`config.mk`:
```
export PLATFORM = sky130hd
export DESIGN_NAME = half_adder
export DESIGN_NICKNAME = d
export VERILOG_FILES = /design/src/rtl/half_adder.sv
export SDC_FILE = /design/constraint.sdc
export NUM_CORES = 1
export LEC_CHECK = 0
export BUFFER_PORTS_ARGS = -buffer_cell sky130_fd_sc_hd__buf_2
export CORE_MARGIN = 2
export CORE_UTILIZATION = 51
export DETAILED_ROUTE_END_ITERATION = 10
export PLACE_DENSITY = 0.77
export REMOVE_ABC_BUFFERS = 1
export SLEW_MARGIN = 30
export SYNTH_ARGS = -nofsm -noshare
export SYNTH_HDL_FRONTEND = slang
export SYNTH_SLANG_ARGS = --single-unit
export TNS_END_PERCENT = 20
```
`constraint.sdc`:
```
create_clock -name clk -period 1.8 [get_ports clk]
set_input_delay 0.09 -clock clk [delete_from_list [all_inputs] [get_ports clk]]
set_output_delay 0.09 -clock clk [all_outputs]
set_load 0.02 [all_outputs]
```
`src/rtl/half_adder.sv`:
```
// Multi-lane half adder with optional output register and a saturating
// counter of valid cycles that produced a carry in any lane.
module half_adder #(
  parameter int WIDTH      = 1,
  parameter int REGISTERED = 1,
  parameter int CNT_W      = 16
) (
  input  logic             clk,
  input  logic             rst_n,
  input  logic             in_valid,
  input  logic [WIDTH-1:0] X,
  input  logic [WIDTH-1:0] Y,
  input  logic             cnt_clr,
  output logic [WIDTH-1:0] s,
  output logic [WIDTH-1:0] c,
  output logic             out_valid,
  output logic             any_carry,
  output logic [CNT_W-1:0] carry_cnt
);

  localparam logic [CNT_W-1:0] CNT_MAX = '1;

  function automatic logic [CNT_W-1:0] sat_inc(input logic [CNT_W-1:0] v);
    return (v == CNT_MAX) ? v : v + CNT_W'(1);
  endfunction

  // Stage p0: per-lane combinational sum/carry, no inter-lane propagation
  logic [WIDTH-1:0] sum_p0;
  logic [WIDTH-1:0] carry_p0;
  logic             carry_evt_p0;

  assign sum_p0       = X ^ Y;
  assign carry_p0     = X & Y;
  assign carry_evt_p0 = in_valid && (|carry_p0);

  logic [CNT_W-1:0] cnt_p1;

  always_ff @(posedge clk or negedge rst_n) begin
    if (!rst_n) begin
      cnt_p1 <= '0;
    end else if (cnt_clr) begin
      cnt_p1 <= '0;
    end else if (carry_evt_p0) begin
      cnt_p1 <= sat_inc(cnt_p1);
    end
  end

  assign carry_cnt = cnt_p1;

  // Stage p1: optional output register; results hold while in_valid is low
  generate
    if (REGISTERED != 0) begin : g_reg
      logic [WIDTH-1:0] sum_p1;
      logic [WIDTH-1:0] carry_p1;
      logic             vld_p1;

      always_ff @(posedge clk or negedge rst_n) begin
        if (!rst_n) begin
          sum_p1   <= '0;
          carry_p1 <= '0;
          vld_p1   <= 1'b0;
        end else begin
          vld_p1 <= in_valid;
          if (in_valid) begin
            sum_p1   <= sum_p0;
            carry_p1 <= carry_p0;
          end
        end
      end

      assign s         = sum_p1;
      assign c         = carry_p1;
      assign out_valid = vld_p1;
    end else begin : g_comb
      assign s         = sum_p0;
      assign c         = carry_p0;
      assign out_valid = in_valid & rst_n;
    end
  endgenerate

  assign any_carry = |c;

endmodule

```
==> impl_results.md <==
- Hold Path Depth: 3
- Largest net degree at the start of global routing: 20
- Pre-antenna DRT Iters: 4
- Row cnt: 16
- Initial Util: 53.03%
- Max IR drop VDD: 408.6 uV
- DP Cell Count: about 170
- Iter 0 DRT Violations: 15
- CTS sink cnt: 19
- Critical R2R Launch: carry_cnt[9]$_DFFE_PN0P_
- Synth top area share: 46.17%
- Dominant register cell in the synthesized netlist: dfrtp_1
- PD cells: 545.1 nW/um^2
- Die Wd: ~50 um
- Crit share post-route: 99.57%
- Most frequent cells in the layout: 25 x buf_2, 19 x dfrtp_1, 10 x buf_4
- Die H: between 40 and 50 um
- Layout area overhead: 27.58%
- Comb power frac: 8.7%
- DRC: 0
- Root buf cell: clkbuf_4
- Initial antenna violation count: 0
- Critical path type: flip-flop to flip-flop
- TritonCTS Buffers: 3
- R2r setup slk: around 7.7 ps
- Worst-Skew Late Latency: 290 ps
- Yosys reg bits: 19
- CORE AREA: 1942 um^2
- Synthesized area per cell: 9.535 um^2
- R2R Path End: carry_cnt[14]$_DFFE_PN0P_
- Sw Share: 24.15%
- TritonCTS clock tree: yes
- Worst-case reg-to-reg path depth: 4
- Synthesis Warnings: 0
- Async S/R FF share, synth: 100.0%
- RSZ-0062 raised after global routing: yes
- Worst-path clk slew: approximately 110 ps
- WHS Endpoint: s$_DFFE_PN0P_
- Kind of end point of the critical path: flip-flop
- CTS Buffer Depth: 2
- Max-cap violations: 0
- Cell variety after synth: 36
- Share of cells above drive strength 1: approximately a third
- Final Wtd Congestion: 0.8480
- EDFF count, synth: 0
- Leakage dissipation: 0.5976 nW
- Total gr overflow: 0
- H-tree depth: 1
- Post-layout util: 67.65%
- Via-to-Cell Ratio: around 5.6
- Synth Instances: 108
- Worst path arrival time: 2010 ps
- Slew margin rel.: a little over two thirds
- IO Port Bufs: 25
- Worst Path Max Fanout: 7
- Antenna cell count: 0
- Worst Tran Pin Value: 454.0 ps
- Switching power: 0.1730 mW
- Outcome: completed
- Post-DRT Antenna Nets: 0
- Final setup violation count: 0
- Final HPWL DP: 1812 um
- Final hold slack: 148.7 ps
- # nets final: roughly 160
- Postcts setup bufs: 0
- Total GRT Usage: between 20% and 30%
- Path type of the worst min-delay path: input port to flip-flop
- Pins over their slew limit: 0
- WP data required: roughly 2000 ps
- Vias in the first global route: 956
- Post-synth top area cell: dfrtp_1
- Worst hold start: Y
- Power share of the sequential group: 61.3%
- Post-synthesis cell area: 1030 um^2
- Largest cells by area after synthesis: dfrtp_1 46%, a21oi_1 4.4%, mux2_2 3.3%, or3_1 3.0%, nor2_1 2.9%
- Routed via count: 966
- Wire per inst: 14.14 um
- Routed Wire Length: 2446 um
- Post-synthesis sequential area ratio: approximately 46%
- Post-route insts no fill: 173
- # IOs: 26
- Clock group share of total power: 30.0%
- Post-route minimum period: roughly 1800 ps
- Tot Pwr: between 0.7 and 0.8 mW
- Setup Skew: 2.866 ps
- Commonest non-fill, non-tap cell in the layout: buf_2
- Die area: 2395 um^2
- Worst setup SP type: flip-flop
- Final hold violation count: 0
- Pint: 0.5432 mW
- First-pass GRT wire length: 4174 um
- Maximum clock frequency: between 0.5 and 0.6 GHz
[cells by family (layout without fill, tap and decap cells)]
group | Yosys count | in the layout | share of synthesized area (%)
XOR/XNOR | 1 | 1 | 0.8507
AO/OA/AOI/OAI | 23 | 23 | 14.09
adder cells (fa/ha/maj) | 2 | 2 | 2.430
multiplexers | 5 | 5 | 5.225
AND/OR/NAND/NOR | 50 | 50 | 27.95
buffers and inverters | 8 | 46 | 3.280
flip-flops | 19 | 19 | 46.17
[metal layers]
layer	up-vias	part of all wire (%)	GRT usage, %
met2	19	49	39.50
met1	465	46	29.37
met5	-	0	0
li1	480	-	-
met3	2	3.7	2.761
met4	0	0.49	6.190
[sequential cells by signal (all words and copies together), names as in the netlist]
signal and count:
out_valid 1, s 1, any_carry 1, carry_cnt 16
[power by group through the flow]
stage	clock (mW)	sequential [mW]	combinational [mW]
after detailed placement	0	0.447	0.0596
final	0.215	0.439	0.0625
after global placement	0	0.447	0.0582
after floorplan	0	0.460	0.0137
after global routing	0.238	0.440	0.0693
after CTS	0.219	0.439	0.0631
[what timing repair did]
action / 4_1_cts / 5_1_grt
endpoints found under the setup margin: 0 / 8
hold endpoints to repair: 20 / 0
hold buffers: 2 / 0
resized for setup: 0 / 4
[per-stage QoR]
step	instance area, um^2	TNS, ps	setup WS [ps]
after global routing	1314	-398.7	-151.9
final	1314	0	7.665
after CTS	1295	0	16.16
after detailed placement	1249	0	39.44
after global placement	1249	0	130.1
after floorplan	1015	0	51.16
[final cells by class]
cell class              instances  area (um^2)
fillers                       172        628.1
multi-input cells              81        539.3
flip-flops and latches         19        475.5
repair buffers                 37        220.2
well taps                      27        33.78
clock buffers                   4        26.28
inverters                       5        18.77
[cells in the mapped netlist (2+ instances only)]
cell	number
mux2_2	3
nand2_1	7
o21ai_0	5
o31ai_1	2
o41ai_1	3
a21oi_1	9
and3_1	2
inv_1	5
nor3_1	5
mux2i_1	2
or3_1	5
nor2_1	8
nand2b_1	2
nand4_1	4
nand3_1	5
dfrtp_1	19
nor2b_1	2
ha_1	2
[critical path: stages (launching register included)]
cell and delay [ps]:
dfrtp_1 430, nand4_1 320, nor3_1 350, or4b_1 460, a21oi_1 170
[how the worst max path moves through the flow]
stage,from,to,slack (ps),depth (start not counted)
floorplan,carry_cnt[4]$_DFFE_PN0P_,carry_cnt[9]$_DFFE_PN0P_,50,4
global placement,carry_cnt[0]$_DFFE_PN0P_,carry_cnt[5]$_DFFE_PN0P_,130,5
detailed placement,carry_cnt[0]$_DFFE_PN0P_,carry_cnt[0]$_DFFE_PN0P_,40,5
CTS,carry_cnt[0]$_DFFE_PN0P_,carry_cnt[0]$_DFFE_PN0P_,20,5
global route,carry_cnt[9]$_DFFE_PN0P_,carry_cnt[3]$_DFFE_PN0P_,-150,4
finish,carry_cnt[9]$_DFFE_PN0P_,carry_cnt[14]$_DFFE_PN0P_,8,4
Note: power is estimated with default switching activity, not from simulation.
